[src/rtl/uart_reg_responder.sv]
// Register-file responder for UART frames (W addr data / R addr), one response byte each.
// Latency: final byte_stb -> tx_en next cycle; tx_en waits for tx_busy low, extra rx bytes during response are dropped.
module uart_reg_responder #(
  parameter int NREG        = 16,
  parameter int TIMEOUT_CYC = 1000000
) (
  input  logic              clk,
  input  logic              rstn,
  input  logic [7:0]        rx_dfifo,
  input  logic              rx_busy,
  input  logic              rx_parity_err,
  input  logic              tx_busy,
  output logic              tx_en,
  output logic [7:0]        tx_dfifo,
  output logic [NREG*8-1:0] regs,
  output logic              wr_stb,
  output logic [7:0]        wr_addr
);

  localparam int              TW       = $clog2(TIMEOUT_CYC + 1);
  localparam logic [8:0]      NREG_LIM = 9'(NREG);
  localparam logic [TW-1:0]   TO_LAST  = TW'(TIMEOUT_CYC - 1);
  localparam logic [7:0]      CMD_WR   = 8'h57;
  localparam logic [7:0]      CMD_RD   = 8'h52;
  localparam logic [7:0]      RSP_OK   = 8'h4B;
  localparam logic [7:0]      RSP_ERR  = 8'h45;
  localparam logic [7:0]      RSP_BAD  = 8'h3F;

  typedef enum logic [2:0] {IDLE, ADDR, DATA, TX_REQ, TX_WAIT} state_e;

  state_e          state_q, state_d;
  logic            rx_busy_q, rx_busy_d;
  logic            is_wr_q, is_wr_d;
  logic [7:0]      addr_q, addr_d;
  logic [7:0]      tx_dat_q, tx_dat_d;
  logic [7:0]      regs_q [NREG];
  logic [7:0]      regs_d [NREG];
  logic            wr_stb_q, wr_stb_d;
  logic [7:0]      wr_addr_q, wr_addr_d;
  logic [TW-1:0]   to_cnt_q, to_cnt_d;
  logic            busy_seen_q, busy_seen_d;
  logic [1:0]      wait_cnt_q, wait_cnt_d;

  logic            byte_stb;
  logic            byte_ok;
  logic            addr_ok;
  logic [7:0]      rd_dat;

  assign byte_stb = rx_busy_q & ~rx_busy;
  assign byte_ok  = {1'b0, rx_dfifo} < NREG_LIM;
  assign addr_ok  = {1'b0, addr_q} < NREG_LIM;

  always_comb begin
    rd_dat = '0;
    for (int i = 0; i < NREG; i++) begin
      if (rx_dfifo == 8'(i)) rd_dat = regs_q[i];
    end
  end

  always_comb begin
    state_d     = state_q;
    rx_busy_d   = rx_busy;
    is_wr_d     = is_wr_q;
    addr_d      = addr_q;
    tx_dat_d    = tx_dat_q;
    regs_d      = regs_q;
    wr_stb_d    = 1'b0;
    wr_addr_d   = wr_addr_q;
    to_cnt_d    = '0;
    busy_seen_d = busy_seen_q;
    wait_cnt_d  = wait_cnt_q;
    tx_en       = 1'b0;
    case (state_q)
      IDLE: begin
        if (byte_stb) begin
          if (!rx_parity_err && (rx_dfifo == CMD_WR || rx_dfifo == CMD_RD)) begin
            is_wr_d = (rx_dfifo == CMD_WR);
            state_d = ADDR;
          end else begin
            tx_dat_d = RSP_BAD;
            state_d  = TX_REQ;
          end
        end
      end
      ADDR, DATA: begin
        if (byte_stb) begin
          state_d = TX_REQ;
          if (rx_parity_err) begin
            tx_dat_d = RSP_BAD;
          end else if (state_q == ADDR) begin
            addr_d = rx_dfifo;
            if (is_wr_q) state_d  = DATA;
            else         tx_dat_d = byte_ok ? rd_dat : RSP_ERR;
          end else if (addr_ok) begin
            for (int i = 0; i < NREG; i++) begin
              if (addr_q == 8'(i)) regs_d[i] = rx_dfifo;
            end
            wr_stb_d  = 1'b1;
            wr_addr_d = addr_q;
            tx_dat_d  = RSP_OK;
          end else begin
            tx_dat_d = RSP_ERR;
          end
        end else if (to_cnt_q == TO_LAST) begin
          state_d = IDLE;
        end else begin
          to_cnt_d = to_cnt_q + 1'b1;
        end
      end
      TX_REQ: begin
        if (!tx_busy) begin
          tx_en       = 1'b1;
          busy_seen_d = 1'b0;
          wait_cnt_d  = '0;
          state_d     = TX_WAIT;
        end
      end
      TX_WAIT: begin
        // Give up after 4 cycles if the transmitter never acknowledged tx_en.
        if (busy_seen_q) begin
          if (!tx_busy) state_d = IDLE;
        end else if (tx_busy) begin
          busy_seen_d = 1'b1;
        end else if (wait_cnt_q == 2'd3) begin
          state_d = IDLE;
        end else begin
          wait_cnt_d = wait_cnt_q + 1'b1;
        end
      end
      default: state_d = IDLE;
    endcase
  end

  always_ff @(posedge clk or negedge rstn) begin
    if (!rstn) begin
      state_q     <= IDLE;
      rx_busy_q   <= 1'b0;
      is_wr_q     <= 1'b0;
      addr_q      <= '0;
      tx_dat_q    <= '0;
      wr_stb_q    <= 1'b0;
      wr_addr_q   <= '0;
      to_cnt_q    <= '0;
      busy_seen_q <= 1'b0;
      wait_cnt_q  <= '0;
      for (int i = 0; i < NREG; i++) regs_q[i] <= '0;
    end else begin
      state_q     <= state_d;
      rx_busy_q   <= rx_busy_d;
      is_wr_q     <= is_wr_d;
      addr_q      <= addr_d;
      tx_dat_q    <= tx_dat_d;
      wr_stb_q    <= wr_stb_d;
      wr_addr_q   <= wr_addr_d;
      to_cnt_q    <= to_cnt_d;
      busy_seen_q <= busy_seen_d;
      wait_cnt_q  <= wait_cnt_d;
      regs_q      <= regs_d;
    end
  end

  assign tx_dfifo = tx_dat_q;
  assign wr_stb   = wr_stb_q;
  assign wr_addr  = wr_addr_q;

  for (genvar g = 0; g < NREG; g++) begin : g_flat
    assign regs[g*8 +: 8] = regs_q[g];
  end

endmodule

[config.mk]
export PLATFORM = sky130hd
export DESIGN_NAME = uart_reg_responder
export DESIGN_NICKNAME = d
export VERILOG_FILES = /design/src/rtl/uart_reg_responder.sv
export SDC_FILE = /design/constraint.sdc
export NUM_CORES = 1
export LEC_CHECK = 0
export ABC_CLOCK_PERIOD_IN_PS = 2760
export BUFFER_PORTS_ARGS = -buffer_cell sky130_fd_sc_hd__buf_2
export CAP_MARGIN = 15
export CORE_MARGIN = 5
export CORE_UTILIZATION = 56
export DETAILED_ROUTE_END_ITERATION = 6
export GPL_ROUTABILITY_DRIVEN = 0
export GPL_TIMING_DRIVEN = 1
export PLACE_DENSITY = 0.83
export REMOVE_ABC_BUFFERS = 1
export SYNTH_ARGS = -nofsm -noshare
export SYNTH_HDL_FRONTEND = slang
export SYNTH_SLANG_ARGS = --single-unit
[constraint.sdc]
create_clock -name clk -period 2.76 [get_ports clk]
set_input_delay 0.828 -clock clk [delete_from_list [all_inputs] [get_ports clk]]
set_output_delay 0.828 -clock clk [all_outputs]
set_load 0.01 [all_outputs]
==> results of run 1 <==
state kept, by name, indices dropped and copies added (netlist names), 2 cells and up:
| signal | count |
|---|---|
| addr_q | 8 |
| regs | 128 |
| state_q | 3 |
| to_cnt_q | 20 |
| tx_dfifo | 8 |
| wait_cnt_q | 2 |
| wr_addr | 8 |
critical path, cell delays in order:
cell,delay (ns)
buf_2,0.17
buf_4,0.25
mux4_2,0.53
mux2i_1,0.25
nor3_1,0.08
o32ai_1,0.40
buf_4,0.18
a21oi_1,0.05
logic make-up (layout without fill, tap and decap cells):
kind of cell    after synthesis  in the layout
mux                         160            160
xor+xnor                     19             19
simple gates                195            195
buf+inv                      62            281
other cells                   0              1
compound gates              106            106
flops                       181            181
fa+ha+maj                     2              2
cell usage after synthesis (9+ instances only):
library cell	number
mux4_2	12
and2_1	9
mux2i_1	14
inv_1	14
nor3_1	11
a31oi_1	9
xor2_1	11
dfrtp_1	181
a21oi_1	15
nor2_1	49
clkbuf_1	39
nand3_1	15
nand2_1	42
nor2b_1	9
mux2_2	134
o21ai_0	21
final cells by class:
type                    instances  share of cell area
diodes                          1            0.000234
flip-flops and latches        181               0.423
well taps                     188              0.0220
inverters                      15             0.00526
repair buffers                234               0.131
clock buffers                  24              0.0441
clock inverters                 8             0.00936
multi-input cells             482               0.364
through the flow:
stage          utilization  power [W]  cell area, µm²
3_5_place_dp         0.666    0.00516           10100
2_1_floorplan            -    0.00431            8480
4_1_cts              0.703    0.00756           10700
5_1_grt              0.703    0.00787           10700
6_report             0.704    0.00755           10700
3_3_place_gp         0.666    0.00509           10100
metal layers:
| metal | share of wire | GRT usage | vias up |
|---|---|---|---|
| li1 | - | - | 3075 |
| met1 | 0.39 | 0.380 | 3573 |
| met2 | 0.47 | 0.455 | 413 |
| met3 | 0.094 | 0.0851 | 96 |
| met4 | 0.040 | 0.128 | 0 |
| met5 | 0 | 0 | - |
worst max-delay path by stage:
stage | from | to | depth (start not counted)
6_report | rx_dfifo[1] | tx_dfifo[3] | 8
5_1_grt | state_q[1] | regs[10] | 5
3_5_place_dp | rx_parity_err | tx_dfifo[2] | 5
3_3_place_gp | rx_dfifo[1] | tx_dfifo[3] | 8
2_1_floorplan | rx_parity_err | tx_dfifo[2] | 4
4_1_cts | state_q[1] | regs[15] | 5
power by group:
group          switching (W)  internal (W)  total (W)
registers           0.000377       0.00305    0.00343
clock network        0.00103       0.00138    0.00241
logic               0.000924      0.000790    0.00171
==> impl_metrics.yaml, run 1 <==
run_status:
  status: "completed"
cts:
  clockBufferDepth: 2
  root_buffer: "clkbuf_16"
  cts_max_level: 4
  cts_made_buffers: 17
  post-cts-setup-buffers: 0
  ctsHoldBuffers: 0
  clock-sinks: 181
  cts_tree: "done"
  clkTransAtPathRegs_ns: 0.06
  cts-resized-gates: 0
  insertion_delay_ns: 0.44
final_layout:
  multiInputGateArea_um2: 3890
  layout_common_cells: "dfrtp_1, buf_2, mux2_2"
  area_growth_pct: 23.5
  register_area_um2: 4530
  layout-drive-gt1-share: 0.446
  nFillCells: 1097
  final_common_cell: "dfrtp_1"
  instances_no_fill: 1133
  nets: 946
logic_synthesis:
  synthAdderAreaFrac: 0.00289
  synth-edff-count: 0
  synth_mux_area_frac: 0.222
  synth.distinct_cells: 63
  ys_warn_count: 0
  netlist_top_cells_area: "dfrtp_1, mux2_2, mux4_2"
  synthSimpleGateAreaFrac: 0.120
  synth_compound_area_frac: 0.0862
  synth_xor_xnor_area_share: 0.0192
  yosysTopAreaCellShare: 0.523
  syn_inst: 725
  synth_top_family_by_area: "multiplexers"
  postSynthAreaPerCell_um2: 11.9
  ys_seq_elements: 181
  synth_ff_type: "dfrtp_1"
  yosysTopAreaCell: "dfrtp_1"
  netlist_area_um2: 8660
  ys_seq_area_frac: 0.523
  async_flop_share: 1.00
setup_path:
  r2r_slack_ns: 0.35
  worstReg2RegStart: "state_q[1]"
  end_kind: "register"
  critPathKind: "input port to register"
  r2r-end: "regs[12]"
  reg2reg_depth: 5
  arrival_ns: 2.76
  cp.required_ns: 3.09
  start_kind: "input port"
  cp_max_fo: 15
min_path:
  hp-class: "input port to asynchronous set/reset pin"
global_route:
  grt_pass1_wl_um: 40600
  grt_antenna_before_repair: 1
  grt_pass1_vias: 7257
  track_usage: 0.291
  grt_max_degree: 52
  grt_overflow: 0
placed_design:
  dp_hpwl_um: 18000
  dp_slack_ns: -0.0802
  io_buffers: 158
  dp_cells: 1100
sta:
  setup_viol: 0
  fin_crit_sh: 0.882
  finClkSkew_ns: 0.0108
  whs_ns: 0.330
  tns_ns: 0
  setup_slack_ns: 0.325
  maxSlewViolCount: 0
  tightest_slew_ns: 0.704
  fmax_mhz: 411
  hold_violations: 0
  rsz0062_at_grt: "false"
  finalCriticalPeriod_ns: 2.44
  relSlewSlack: 0.525
detailed_routing:
  ant_nets: 0
  firstDrtPassIters: 6
  vias: 7157
  dr.first_iter.drc_count: 976
  viasPerCell: 6.32
  wire_per_inst_um: 22.7
  drc: 0
  wirelength_um: 25800
die:
  die_h_um: 134
  die-area_um2: 18100
  core_um2: 15200
  initial_utilization: 0.570
  die_x_um: 134
  io_pins: 159
  placementRows: 45
pwr:
  cellLeakagePower_nw: 5.46
  power.density_nw_per_um2: 706
  ir_worst_vdd_mv: 0.504
flow_run:
  cap_violations: 0
(Power assumes the default switching activity.)
==> run 2, diff against run 1 <==
Settings changed: CORE_UTILIZATION 56 to 44, PLACE_DENSITY 0.83 to 0.68.
==> run 2 against run 1 <==
  * Worst setup slack got worse by 0.026 ns
  * Die area increased by 25%
  * Wire length is 1.6% lower
  * Non-clock buffer count shrank 9
  * Critical endpoint is now tx_dfifo[4]
  * Largest cell class unchanged
  * Clock skew shrank 0.0020 ns
==> impl_metrics.yaml, run 2 (synthesized netlist as in run 1, its figures left out) <==
setup_path:
  worstReg2RegStart: "state_q[0]"
  crit_slowest_cell: "or4b_2"
  reg2reg_depth: 5
  start_kind: "input port"
  r2r_slack_ns: 0.31
  crit_path_cell_trace: "buf_2, or4b_2, or4_1, o31a_1, o22ai_1, a21oi_1"
  crit_buf_inv: 1
  cp.required_ns: 3.05
  end_kind: "register"
  cp_max_fo: 8
  arrival_ns: 2.75
  r2r-end: "regs[10]"
  crit_family: "simple AND/OR/NAND/NOR gates"
  critPathKind: "input port to register"
  max_stage_delay_ns: 0.63
sta:
  fmax_mhz: 406
  setup_viol: 0
  finalCriticalPeriod_ns: 2.46
  hold_violations: 0
  relSlewSlack: 0.611
  whs_ns: 0.351
  tightest_slew_ns: 0.578
  finClkSkew_ns: 0.00889
  rsz0062_at_grt: "false"
  fin_crit_sh: 0.892
  setup_slack_ns: 0.298
  maxSlewViolCount: 0
cts:
  cts_tree: "done"
  root_buffer: "clkbuf_16"
  clockBufferDepth: 2
  cts_made_buffers: 17
  cts-resized-gates: 0
  insertion_delay_ns: 0.43
  clock-sinks: 181
  ctsHoldBuffers: 0
  cts_max_level: 4
  post-cts-setup-buffers: 0
  clkTransAtPathRegs_ns: 0.07
detailed_routing:
  wirelength_um: 25400
  viasPerCell: 5.65
  ant_nets: 0
  wire_per_inst_um: 21.2
  vias: 6772
  dr.first_iter.drc_count: 571
  drc: 0
  firstDrtPassIters: 5
die:
  placementRows: 51
  io_pins: 159
  core_um2: 19400
  initial_utilization: 0.447
  die_h_um: 150
  die_x_um: 150
  die-area_um2: 22600
global_route:
  grt_pass1_wl_um: 39600
  track_usage: 0.230
  grt_overflow: 0
  grt_max_degree: 57
  grt_pass1_vias: 6813
  grt_antenna_before_repair: 0
final_layout:
  largest_reg_flops: 128
  layout_common_cells: "dfrtp_1, buf_2, mux2_2"
  layout-drive-gt1-share: 0.442
  nFillCells: 1685
  final_common_cell: "dfrtp_1"
  antenna_cells: 0
  nets: 937
  fin_area_um2: 10800
  instances_no_fill: 1199
  area_growth_pct: 24.7
placed_design:
  dp_slack_ns: -0.110
  dp_cells: 1168
  io_buffers: 158
  dpl_cell_area_um2: 10200
  dp_hpwl_um: 18300
run_status:
  status: "completed"
min_path:
  hp-class: "input port to asynchronous set/reset pin"
pwr:
  power.density_nw_per_um2: 717
  ir_worst_vdd_mv: 0.452
  cellLeakagePower_nw: 5.44
flow_run:
  cap_violations: 0
[run 2: changes by cell type in the layout (fill, tap and decap cells not counted), moves of 2 or more]
cell	delta
clkinv_4	-2
clkbuf_1	-2
bufinv_16	+3
buf_4	-10
[run 2: metal layers]
| layer | vias up | part of all wire | GRT usage |
|---|---|---|---|
| met5 | - | 0 | 0 |
| met4 | 0 | 0.015 | 0.0650 |
| met3 | 27 | 0.079 | 0.0605 |
| met2 | 255 | 0.47 | 0.351 |
| met1 | 3435 | 0.44 | 0.326 |
| li1 | 3055 | - | - |
[run 2: through the flow]
| stage | setup TNS [ns] | power, W | utilization |
|---|---|---|---|
| 6_report | 0 | 0.00775 | 0.557 |
| 5_1_grt | 0 | 0.00811 | 0.557 |
| 4_1_cts | 0 | 0.00780 | 0.557 |
| 3_5_place_dp | -0.636 | 0.00515 | 0.524 |
| 3_3_place_gp | -0.0951 | 0.00510 | 0.524 |
| 2_1_floorplan | 0 | 0.00431 | - |
[run 2: power by group]
group,internal [W],switching (W),total (W)
clock,0.00165,0.00101,0.00266
combinational,0.000769,0.000865,0.00163
sequential,0.00305,0.000406,0.00346
[run 2: worst max-delay path by stage]
stage	slack [ns]	depth (start not counted)	startpoint	endpoint
finish	0.30	6	rx_dfifo[5]	tx_dfifo[4]
detailed placement	-0.11	6	rx_dfifo[5]	tx_dfifo[4]
global route	0.14	5	state_q[0]	regs[3]
global placement	-0.06	5	rx_dfifo[5]	tx_dfifo[2]
CTS	0.33	5	state_q[0]	regs[6]
floorplan	0.13	4	rx_parity_err	tx_dfifo[2]
[run 2: area by class of cell]
type | count | area (µm²) | share of cell area
tap | 265 | 332 | 0.0307
inverter | 15 | 56.3 | 0.00521
multi-input combinational | 482 | 3890 | 0.361
sequential | 181 | 4530 | 0.419
clock inverter | 9 | 175 | 0.0162
clock buffer | 22 | 464 | 0.0430
timing repair buffer | 225 | 1350 | 0.125
[run 2: worst register-to-register path, cell delays in order (launching register included)]
cell and delay, ns:
dfrtp_1 0.57, or3b_2 0.58, and2_1 0.21, nand4b_1 0.13, or3_1 0.44, mux2_2 0.40
